===== src/rtl/pwm_feeder_pkg.sv =====
// -----------------------------------------------------------------------------
// pwm_feeder_pkg
// Purpose : shared register map, register bit positions and reset constants
//           for the PWM sample feeder.
// Ports   : none (package).
// -----------------------------------------------------------------------------
package pwm_feeder_pkg;

  // Register select, decoded from addr[3:2]
  typedef enum logic [1:0] {
    REG_DATA    = 2'd0,
    REG_STATUS  = 2'd1,
    REG_DIVIDER = 2'd2,
    REG_CTRL    = 2'd3
  } reg_sel_e;

  // STATUS bit positions (LEVEL occupies [7:0])
  localparam int ST_EMPTY = 8;
  localparam int ST_FULL  = 9;
  localparam int ST_OVF   = 10;
  localparam int ST_UNF   = 11;

  // CTRL bit positions
  localparam int CTRL_EN     = 0;
  localparam int CTRL_FLUSH  = 1;
  localparam int CTRL_IRQ_EN = 2;

  // 255 gives a 256-cycle sample period: one frame of an 8-bit PWM
  localparam logic [31:0] DIVIDER_RESET = 32'd255;

endpackage


===== src/rtl/pwm_sample_feeder_sync_fifo.sv =====
// -----------------------------------------------------------------------------
// sync_fifo
// Purpose : single-clock FIFO with occupancy count and synchronous flush,
//           usable by any streaming peripheral.
// Ports   : clk, resetn (sync active-low)
//           flush            - empties the FIFO, overrides push/pop
//           push, wdata      - write request; accepted when not full, or when
//                              full with a same-cycle pop
//           pop, rdata       - read request; rdata shows the head entry
//           full, empty, level
// -----------------------------------------------------------------------------
module sync_fifo #(
  parameter int DEPTH = 16,
  parameter int WIDTH = 8,
  localparam int AW = $clog2(DEPTH),
  localparam int LW = AW + 1
) (
  input  logic             clk,
  input  logic             resetn,
  input  logic             flush,
  input  logic             push,
  input  logic             pop,
  input  logic [WIDTH-1:0] wdata,
  output logic [WIDTH-1:0] rdata,
  output logic             full,
  output logic             empty,
  output logic [LW-1:0]    level
);

  logic [WIDTH-1:0] r_mem [DEPTH];
  logic [AW-1:0]    r_wr_ptr;
  logic [AW-1:0]    r_rd_ptr;
  logic [LW-1:0]    r_level;
  logic             w_do_push;
  logic             w_do_pop;

  assign full  = (r_level == LW'(DEPTH));
  assign empty = (r_level == LW'(0));
  assign level = r_level;
  assign rdata = r_mem[r_rd_ptr];

  // Qualify push/pop; a pop frees the slot a same-cycle push into a full FIFO needs
  always_comb begin
    w_do_push = 1'b0;
    w_do_pop  = 1'b0;
    if (flush) begin
      w_do_push = 1'b0;
      w_do_pop  = 1'b0;
    end else begin
      w_do_pop  = pop && !empty;
      w_do_push = push && (!full || w_do_pop);
    end
  end

  // Storage array write
  always_ff @(posedge clk) begin
    if (w_do_push) begin
      r_mem[r_wr_ptr] <= wdata;
    end
  end

  // Pointer and occupancy bookkeeping
  always_ff @(posedge clk) begin
    if (!resetn || flush) begin
      r_wr_ptr <= AW'(0);
      r_rd_ptr <= AW'(0);
      r_level  <= LW'(0);
    end else begin
      if (w_do_push) begin
        r_wr_ptr <= r_wr_ptr + AW'(1);
      end
      if (w_do_pop) begin
        r_rd_ptr <= r_rd_ptr + AW'(1);
      end
      case ({w_do_push, w_do_pop})
        2'b10:   r_level <= r_level + LW'(1);
        2'b01:   r_level <= r_level - LW'(1);
        default: r_level <= r_level;
      endcase
    end
  end

endmodule


===== src/rtl/pwm_sample_feeder.sv =====
// -----------------------------------------------------------------------------
// pwm_sample_feeder
// Purpose : bus-mapped sample FIFO that hands one 8-bit duty value per
//           programmable sample period to the PWM stage (simple DAC).
// Ports   : clk, resetn (sync active-low)
//           valid/ready, wstrb, addr, wdata, rdata - native memory bus slave
//           duty, duty_valid, duty_ready           - sample stream to PWM
//           irq                                    - low-water interrupt
// Config  : define PWM_FEEDER_IRQ_EN to build the IRQ_EN bit and low-water
//           interrupt; otherwise irq is tied low and IRQ_EN reads 0.
// -----------------------------------------------------------------------------
module pwm_sample_feeder
  import pwm_feeder_pkg::*;
#(
  parameter int DEPTH = 16,
  parameter int DIV_W = 16
) (
  input  logic        clk,
  input  logic        resetn,
  input  logic        valid,
  output logic        ready,
  input  logic [3:0]  wstrb,
  input  logic [31:0] addr,
  input  logic [31:0] wdata,
  output logic [31:0] rdata,
  output logic [7:0]  duty,
  output logic        duty_valid,
  input  logic        duty_ready,
  output logic        irq
);

  localparam int LW = $clog2(DEPTH) + 1;

  logic             r_ready;
  logic [31:0]      r_rdata;
  logic [7:0]       r_duty;
  logic             r_duty_valid;
  logic             r_ovf;
  logic             r_unf;
  logic             r_en;
  logic [DIV_W-1:0] r_div;
  logic [DIV_W-1:0] r_cnt;

  logic             w_req;
  logic             w_is_write;
  reg_sel_e         w_sel;
  logic [31:0]      w_rd_data;
  logic [31:0]      w_status;
  logic [31:0]      w_ctrl_rd;
  logic [31:0]      w_wmask;
  logic [31:0]      w_div_merge;
  logic             w_push;
  logic             w_flush;
  logic             w_div_wr;
  logic             w_ctrl_wr;
  logic             w_w1c_ovf;
  logic             w_w1c_unf;
  logic             w_tick;
  logic             w_fire;
  logic             w_pop;
  logic             w_unf_set;
  logic             w_ovf_set;
  logic             w_irq_en_bit;
  logic [7:0]       w_fifo_rdata;
  logic             w_full;
  logic             w_empty;
  logic [LW-1:0]    w_level;
  logic             w_unused_bits;

  // A transaction acts only in the first cycle of valid
  assign w_req      = valid && !r_ready;
  assign w_is_write = (wstrb != 4'd0);
  assign w_sel      = reg_sel_e'(addr[3:2]);

  assign w_status  = {16'd0, 4'd0, r_unf, r_ovf, w_full, w_empty, 8'(w_level)};
  assign w_ctrl_rd = {29'd0, w_irq_en_bit, 1'b0, r_en};

  // Byte-strobe merge for the divider register
  assign w_wmask     = {{8{wstrb[3]}}, {8{wstrb[2]}}, {8{wstrb[1]}}, {8{wstrb[0]}}};
  assign w_div_merge = (32'(r_div) & ~w_wmask) | (wdata & w_wmask);

  // Rate divider tick; >= lets a shrunken divider wrap an overshooting counter
  assign w_tick    = r_en && (r_cnt >= r_div);
  assign w_fire    = w_tick && !w_flush;
  assign w_pop     = w_fire && !r_duty_valid && !w_empty;
  assign w_unf_set = w_fire && !r_duty_valid && w_empty;
  // A push into a full FIFO survives only if a pop frees a slot the same cycle
  assign w_ovf_set = w_push && w_full && !w_pop;

  assign w_unused_bits = ^{addr[31:4], addr[1:0], wdata, wstrb, w_div_merge};

  // Register decode: side-effect strobes and read data for the current request
  always_comb begin
    w_push    = 1'b0;
    w_flush   = 1'b0;
    w_div_wr  = 1'b0;
    w_ctrl_wr = 1'b0;
    w_w1c_ovf = 1'b0;
    w_w1c_unf = 1'b0;
    w_rd_data = 32'd0;
    if (w_req) begin
      case (w_sel)
        REG_DATA: begin
          w_push = w_is_write && wstrb[0];
        end
        REG_STATUS: begin
          if (w_is_write) begin
            w_w1c_ovf = wstrb[1] && wdata[ST_OVF];
            w_w1c_unf = wstrb[1] && wdata[ST_UNF];
          end else begin
            w_rd_data = w_status;
          end
        end
        REG_DIVIDER: begin
          if (w_is_write) begin
            w_div_wr = 1'b1;
          end else begin
            w_rd_data = 32'(r_div);
          end
        end
        REG_CTRL: begin
          if (w_is_write) begin
            w_ctrl_wr = wstrb[0];
            w_flush   = wstrb[0] && wdata[CTRL_FLUSH];
          end else begin
            w_rd_data = w_ctrl_rd;
          end
        end
        default: begin
          w_rd_data = 32'd0;
        end
      endcase
    end else begin
      w_rd_data = 32'd0;
    end
  end

  // Bus handshake, read data and configuration registers
  always_ff @(posedge clk) begin
    if (!resetn) begin
      r_ready <= 1'b0;
      r_rdata <= 32'd0;
      r_div   <= DIVIDER_RESET[DIV_W-1:0];
      r_en    <= 1'b0;
    end else begin
      r_ready <= w_req;
      if (w_req) begin
        r_rdata <= w_rd_data;
      end
      if (w_div_wr) begin
        r_div <= w_div_merge[DIV_W-1:0];
      end
      if (w_ctrl_wr) begin
        r_en <= wdata[CTRL_EN];
      end
    end
  end

  // Sample-period counter: held at 0 while disabled or flushed
  always_ff @(posedge clk) begin
    if (!resetn) begin
      r_cnt <= DIV_W'(0);
    end else if (w_flush || !r_en || w_tick) begin
      r_cnt <= DIV_W'(0);
    end else begin
      r_cnt <= r_cnt + DIV_W'(1);
    end
  end

  // Output sample register; duty keeps its last value when the slot empties
  always_ff @(posedge clk) begin
    if (!resetn) begin
      r_duty       <= 8'd0;
      r_duty_valid <= 1'b0;
    end else if (w_flush) begin
      r_duty_valid <= 1'b0;
    end else if (w_pop) begin
      r_duty       <= w_fifo_rdata;
      r_duty_valid <= 1'b1;
    end else if (r_duty_valid && duty_ready) begin
      r_duty_valid <= 1'b0;
    end
  end

  // Sticky error flags; a same-cycle set wins over a W1C clear
  always_ff @(posedge clk) begin
    if (!resetn) begin
      r_ovf <= 1'b0;
      r_unf <= 1'b0;
    end else begin
      if (w_ovf_set) begin
        r_ovf <= 1'b1;
      end else if (w_w1c_ovf) begin
        r_ovf <= 1'b0;
      end
      if (w_unf_set) begin
        r_unf <= 1'b1;
      end else if (w_w1c_unf) begin
        r_unf <= 1'b0;
      end
    end
  end

`ifdef PWM_FEEDER_IRQ_EN
  logic r_irq_en;
  logic r_irq;

  // Low-water interrupt: FIFO at or below half, or an underrun seen
  always_ff @(posedge clk) begin
    if (!resetn) begin
      r_irq_en <= 1'b0;
      r_irq    <= 1'b0;
    end else begin
      if (w_ctrl_wr) begin
        r_irq_en <= wdata[CTRL_IRQ_EN];
      end
      r_irq <= r_irq_en && ((w_level <= LW'(DEPTH / 2)) || r_unf);
    end
  end

  assign w_irq_en_bit = r_irq_en;
  assign irq          = r_irq;
`else
  assign w_irq_en_bit = 1'b0;
  assign irq          = 1'b0;
`endif

  sync_fifo #(
    .DEPTH (DEPTH),
    .WIDTH (8)
  ) u_fifo (
    .clk    (clk),
    .resetn (resetn),
    .flush  (w_flush),
    .push   (w_push),
    .pop    (w_pop),
    .wdata  (wdata[7:0]),
    .rdata  (w_fifo_rdata),
    .full   (w_full),
    .empty  (w_empty),
    .level  (w_level)
  );

  assign ready      = r_ready;
  assign rdata      = r_rdata;
  assign duty       = r_duty;
  assign duty_valid = r_duty_valid;

endmodule


===== config.mk =====
export PLATFORM = sky130hd
export DESIGN_NAME = pwm_sample_feeder
export DESIGN_NICKNAME = d
export VERILOG_FILES = /design/src/rtl/pwm_feeder_pkg.sv /design/src/rtl/pwm_sample_feeder_sync_fifo.sv /design/src/rtl/pwm_sample_feeder.sv
export SDC_FILE = /design/constraint.sdc
export NUM_CORES = 1
export LEC_CHECK = 0
export ABC_AREA = 1
export BUFFER_PORTS_ARGS = -buffer_cell sky130_fd_sc_hd__buf_4
export CAP_MARGIN = 40
export CORE_MARGIN = 4
export CORE_UTILIZATION = 58
export DETAILED_ROUTE_END_ITERATION = 7
export MAX_ROUTING_LAYER = met4
export PLACE_DENSITY = 0.8
export SYNTH_ARGS = -nofsm -noshare
export SYNTH_HDL_FRONTEND = slang
export SYNTH_SLANG_ARGS = --single-unit

===== constraint.sdc =====
create_clock -name clk -period 4.14 [get_ports clk]
set_input_delay 1.242 -clock clk [delete_from_list [all_inputs] [get_ports clk]]
set_output_delay 1.242 -clock clk [all_outputs]
set_load 0.005 [all_outputs]

After elaboration in Yosys (flattened, before gate mapping)
Memories as Yosys holds them, arrays and structs flattened. A register that Yosys moved wholly into a read port is not among the register bits.
Index checks and enable logic that the tools add are counted.
- add/subtract/negate cells: 5
- multiply operators: 0
- divide/modulo/power cells: 0
- order comparisons: 1
- eq/ne operators: 6
- shift operators: 0
- muxes and demuxes: 32
- bitwise logic cells: 6
- reductions and logical operators: 38
- operator list (kind ; count):
    one-hot mux 16 bit (3 select lines) ; 1
    AND 16 bit ; 2
    2-to-1 mux 1 bit ; 28
    adder 16 x 1 -> 16 bit, second input constant ; 1
    greater-or-equal comparator 16 bit ; 1
    2-to-1 mux 16 bit ; 1
    inverter 16 bit ; 1
    bitwise OR 16 bit ; 1
    logical AND 1 bit ; 15
    2-to-1 mux 12 bit ; 1
    one-hot mux 5 bit (2 select lines) ; 1
    logical NOT 1 bit ; 9
    adder 4 x 1 -> 4 bit, second input constant ; 2
    nonzero test 2 bit ; 4
    == test 2 bit, second input constant ; 3
    adder 5 x 1 -> 5 bit, second input constant ; 1
    == test 5 bit, second input constant ; 1
    logical NOT 5 bit ; 1
    subtractor 5 x 1 -> 5 bit, second input constant ; 1
    == test 2 x 1 -> 1 bit, second input constant ; 2
    logical OR 1 bit ; 4
    nonzero test 4 bit ; 1
    OR reduction 2 bit ; 2
    logical NOT 2 bit ; 1
    2 further kinds ; 3
- register bits after elaboration: 82
- bits in latches: 0
- RAM bits: 128
- memory bits (read-only): 0
- bits of input ports: 72
- word-level logic and storage cells: 100
- memories: 1
- memories (name ; depth ; width ; read ports ; clocked after Yosys merged registers in ; wr ports ; RTL line ; source):
    u_fifo.r_mem ; 16 ; 8 ; 1 ; 1 ; 1 ; pwm_sample_feeder_sync_fifo.sv:30 ; logic [WIDTH-1:0] r_mem [DEPTH];

Depth between registers and ports, before layout
- word-level depth: 14
- depth in mapped cells: 23
- mapped depth without buffers: 23

Hierarchy
Synthesis repeated with hierarchy kept, for this count alone.
- cells, all modules: 972
- area, all modules: 9442.8 µm²
- modules (own cells, without submodules) (module ; times used ; cells an instance ; area each (µm²) ; seq. area each (µm²)):
    sync_fifo ; 1 ; 556 ; 6272.3 ; 4184.0
    pwm_sample_feeder ; 1 ; 416 ; 3170.5 ; 1221.2

Least setup slack after synthesis
No wires, ideal clock.
- path kind: in2reg
- start point: input port valid
- end point: register u_fifo.r_level[4], in the netlist u_fifo.level[4]
- setup time: 115 ps
- arrival: 3282 ps
- setup slack: 742 ps
- stages: 17
- buffers on the path: 1
- cells stage by stage: inv_1 nor2_2 nand3_2 nor2_2 nor3_4 nand3b_4 inv_2 buf_6 ha_1 ha_1 nand2_1 nor2_1 a211oi_1 o21ai_0 a21oi_1 nand2_1 nor3b_1
- RTL lines (element ; RTL line ; source):
    from (decl) ; pwm_sample_feeder.sv:20 ; input logic valid,
    logical AND 1 bit * ; pwm_sample_feeder.sv:71 ; assign w_req = valid && !r_ready;
    2-to-1 mux 1 bit * ; pwm_sample_feeder.sv:101 ; if (w_req) begin
    logical NOT 1 bit ; pwm_sample_feeder.sv:84 ; assign w_fire = w_tick && !w_flush;
    logical AND 1 bit ; pwm_sample_feeder.sv:84 ;
    logical AND 1 bit (2 in a row) ; pwm_sample_feeder.sv:85 ; assign w_pop = w_fire && !r_duty_valid && !w_empty;
    logical AND 1 bit ; pwm_sample_feeder_sync_fifo.sv:50 ; w_do_pop = pop && !empty;
    2-to-1 mux 1 bit * ; pwm_sample_feeder_sync_fifo.sv:46 ; if (flush) begin
    net u_fifo.w_do_pop ; pwm_sample_feeder_sync_fifo.sv:35 ; logic w_do_pop;
    == test 2 x 1 -> 1 bit / == test 2 bit (equally long branches) ; pwm_sample_feeder_sync_fifo.sv:75 ; case ({w_do_push, w_do_pop})
    one-hot mux 5 bit (2 select lines) / nonzero test 2 bit (equally long branches) ; -- ;
    to (signal assigned) ; pwm_sample_feeder_sync_fifo.sv:76 ; 2'b10: r_level <= r_level + LW'(1);
    to (signal assigned) ; pwm_sample_feeder_sync_fifo.sv:77 ; 2'b01: r_level <= r_level - LW'(1);
    to (signal assigned) ; pwm_sample_feeder_sync_fifo.sv:78 ; default: r_level <= r_level;
    to (decl) ; pwm_sample_feeder_sync_fifo.sv:33 ; logic [LW-1:0] r_level;
The timed path passes the listed nets; every way through them passes the cells marked *.
A chain may end at the register's enable or synchronous reset.

Worst setup path after layout
- start point: input port addr[3]
- end point: register u_fifo.r_level[4], in the netlist u_fifo.level[4]
- cells in the longest elaborated chain, start to end: 13
- ends and longest elaborated chain (element ; RTL line ; source):
    from (decl) ; pwm_sample_feeder.sv:23 ; input logic [31:0] addr,
    == test 2 bit ; pwm_sample_feeder.sv:102 ; case (w_sel)
    2-to-1 mux 1 bit ; pwm_sample_feeder.sv:102 ;
    2-to-1 mux 1 bit ; pwm_sample_feeder.sv:101 ;
    logical NOT 1 bit ; pwm_sample_feeder.sv:84 ;
    logical AND 1 bit ; pwm_sample_feeder.sv:84 ;
    logical AND 1 bit (2 in a row) ; pwm_sample_feeder.sv:85 ;
    logical AND 1 bit ; pwm_sample_feeder_sync_fifo.sv:50 ;
    logical OR 1 bit ; pwm_sample_feeder_sync_fifo.sv:51 ; w_do_push = push && (!full || w_do_pop);
    logical AND 1 bit ; pwm_sample_feeder_sync_fifo.sv:51 ;
    2-to-1 mux 1 bit ; pwm_sample_feeder_sync_fifo.sv:46 ;
    == test 2 x 1 -> 1 bit / == test 2 bit (equally long branches) ; pwm_sample_feeder_sync_fifo.sv:75 ;
    one-hot mux 5 bit (2 select lines) / nonzero test 2 bit (equally long branches) ; -- ;
Several ways; a longest one is shown, not always the timed one.

==> results.json <==
{
  "worst_pin_slew_ns": 0.777,
  "synth_commonest_cells": "131 x nand2_1, 128 x edfxtp_1, 127 x nor2_1, 74 x dfxtp_1, 63 x o21ai_0",
  "path_cells": "buf_4 -> nand2_1 -> inv_1 -> nand3_2 -> nor2_2 -> nor3_4 -> nand3b_4 -> inv_2 -> ha_1 -> ha_1 -> nand2_1 -> nor2_1 -> a211oi_1 -> o21ai_0 -> a21oi_1 -> nand2_1 -> nor3b_1",
  "cts_setup_buffers": 0,
  "hp-class": "flop to flop",
  "ys_seq_area_frac": 0.589,
  "max_freq_mhz": 299,
  "rsz0062_at_grt": "no",
  "cpPeakStageDelay_ns": 0.30,
  "cap_violations": 0,
  "regArea_um2": 5330,
  "antenna_cells": 0,
  "gp_congestion": 0.893,
  "relSlewSlack": 0.480,
  "clkLatencyLatePin_ns": 0.49,
  "ir_drop_mv": 0.281,
  "holdBufCountCts": 0,
  "fp.dieW_um": 133,
  "p_total_mw": 4.03,
  "crit_top_cell": "nand2_1",
  "rows": 45,
  "multi_input_area_um2": 3180,
  "cts_root_buf": "clkbuf_16",
  "area_delta_synth_final_pct": 12.0,
  "grt_max_degree": 66,
  "clk_path_buf_depth": 3,
  "drt_iter0_markers": 675,
  "yosys-top-cells-area": "edfxtp_1 43%, dfxtp_1 16%, nand2_1 5.4%",
  "whs_path_depth": 2,
  "n_fill_cell": 1172,
  "grt_pass1_wl_um": 31900,
  "synth_top_area_share": 0.425,
  "ant_nets": 0,
  "drc": 0,
  "gr-total-overflow": 0,
  "grt_usage": 0.231,
  "cts_tree": "built",
  "p_leak_nw": 3.78,
  "reg2regPathDepth": 17,
  "hold_viol": 0,
  "clock_sinks": 202,
  "ys_ff_latch": 202,
  "cp.required_ns": 4.50,
  "nNetsFinal": 1035,
  "numCtsBuffers": 21,
  "synthCells": 889,
  "ys_types": 49,
  "synth_top_area_cell": "edfxtp_1",
  "ys_warn_count": 0,
  "cts_resized": 0,
  "wl_per_cell_um": 17.0,
  "ys_async_sr_fraction": 0,
  "worst_ep_arrival_time_ns": 3.70,
  "detailed_place_hpwl_um": 12900,
  "antenna_found_initial": 0,
  "viasPerCell": 5.58,
  "crit_fanout": 15,
  "end_kind": "flop",
  "start_util": 0.592,
  "crit_slowest_cell": "ha_1",
  "drtPass1Iterations": 5,
  "htree_levels": 1,
  "critPathKind": "input port to flop",
  "synth_ff_type": "edfxtp_1",
  "final_util": 0.663,
  "ioPinCount": 115,
  "place_ws_ns": 0.336,
  "worst_slack_ns": 0.797,
  "synth_most_common_cell": "nand2_1",
  "setup_violations": 0,
  "die_y_um": 133,
  "grt_pass1_vias": 6135,
  "maxSlewViolCount": 0,
  "finalWirelength_um": 19700,
  "outcome": "finished, final reports clean",
  "core_um2": 15300,
  "synth_area_per_cell_um2": 10.2,
  "period_minus_slack_ns": 3.34,
  "fin_setup_tns_ns": 0,
  "synth_edf_count": 128,
  "vias": 6481,
  "io_buffers": 51,
  "syn-cell-area_um2": 9030,
  "path_clk_slew_ns": 0.06,
  "drive_above_1_share": 0.160,
  "post-route-period-util": 0.808,
  "startpoint_type": "input port",
  "powerDensity_nw_per_um2": 398,
  "hold_slack_ns": 0.458,
  "skew_ns": 0.0133,
  "die-area_um2": 17600
}
-- state kept, by name, summed over array words and instances (netlist names), named ones only --
signal,count
u_fifo.r_mem,128
r_cnt,16
rdata,16
duty,8
u_fifo.level,5
u_fifo.r_rd_ptr,4
u_fifo.r_wr_ptr,4
duty_valid,1
r_en,1
r_ovf,1
r_unf,1
ready,1
-- critical path, delay by kind of cell --
| family | cells | cell delay [ns] |
|---|---|---|
| buffers and inverters | 3 | 0.39 |
| adders and majority gates | 2 | 0.56 |
| and+or+nand+nor | 9 | 1.00 |
| AOI/OAI and AO/OA | 3 | 0.50 |
-- area by class of cell --
cell class	instances	share of cell area
flip-flops and latches	202	0.526
well taps	211	0.0261
clock buffers	31	0.0596
clock inverters	6	0.00334
repair buffers	62	0.0460
multi-input cells	585	0.314
inverters	64	0.0242
-- through the flow --
stage | area, um2 | instances
floorplan | 9090 | 905
global placement | 9480 | 1124
detailed placement | 9480 | 1124
CTS | 10100 | 1161
global route | 10100 | 1161
finish | 10100 | 1161
-- final timing paths --
path / from / end / slack (ns)
setup / recovery: addr[3] / u_fifo.level[4] / 0.80
hold reg to reg: flop / rdata[14] / 0.46
setup reg to reg: flop / u_fifo.level[4] / 0.89
hold / removal: flop / rdata[14] / 0.46
-- power by group --
part	internal, mW	switching [mW]	leakage, nW
Combinational	0.0381	0.0860	1.71
Sequential	2.15	0.00546	1.75
Clock	1.01	0.743	0.318
Total	3.19	0.835	3.78
-- per-layer routing --
metal | share of wire | track usage | up-vias
met5 | 0 | - | -
met4 | 0.027 | 0.0670 | 0
met3 | 0.073 | 0.0361 | 40
met2 | 0.48 | 0.365 | 249
met1 | 0.42 | 0.312 | 3064
li1 | - | - | 3128
-- cell families (layout without fill, tap and decap cells) --
kind of cell | count (synthesis) | in the layout | share of synthesized area
compound gates | 193 | 193 | 0.124
xor+xnor | 9 | 9 | 0.00873
fa+ha+maj | 27 | 27 | 0.0382
buf+inv | 118 | 163 | 0.0649
flops | 202 | 202 | 0.589
other cells | 1 | 17 | 0.000415
simple gates | 339 | 339 | 0.174
-- cell usage in the layout (no fill, tap or decap), types with 3 or more instances in the layout --
master | synthesis | routed
nand2_1 | 131 | 131
nand4_1 | 4 | 4
nor3_4 | 3 | 3
a211oi_1 | 3 | 3
inv_1 | 50 | 50
conb_1 | 1 | 17
nand3_1 | 27 | 27
clkbuf_16 | 0 | 21
nand2_4 | 3 | 3
xor2_1 | 7 | 7
nor3_2 | 4 | 4
nor3b_1 | 4 | 4
nor2_1 | 127 | 127
nor3_1 | 5 | 5
o221ai_1 | 4 | 4
o211ai_2 | 7 | 7
buf_4 | 21 | 62
nand2_2 | 7 | 7
nor2_2 | 8 | 8
dfxtp_1 | 74 | 73
clkbuf_1 | 11 | 6
o211ai_1 | 21 | 21
a21oi_1 | 56 | 56
o21ai_1 | 22 | 22
clkbuf_8 | 0 | 4
o21ai_0 | 63 | 63
edfxtp_1 | 128 | 128
inv_2 | 10 | 10
nand3_2 | 5 | 5
ha_1 | 26 | 26
o22ai_1 | 12 | 12
clkinv_2 | 0 | 5
No activity file was read; power rests on OpenSTA's default activity.
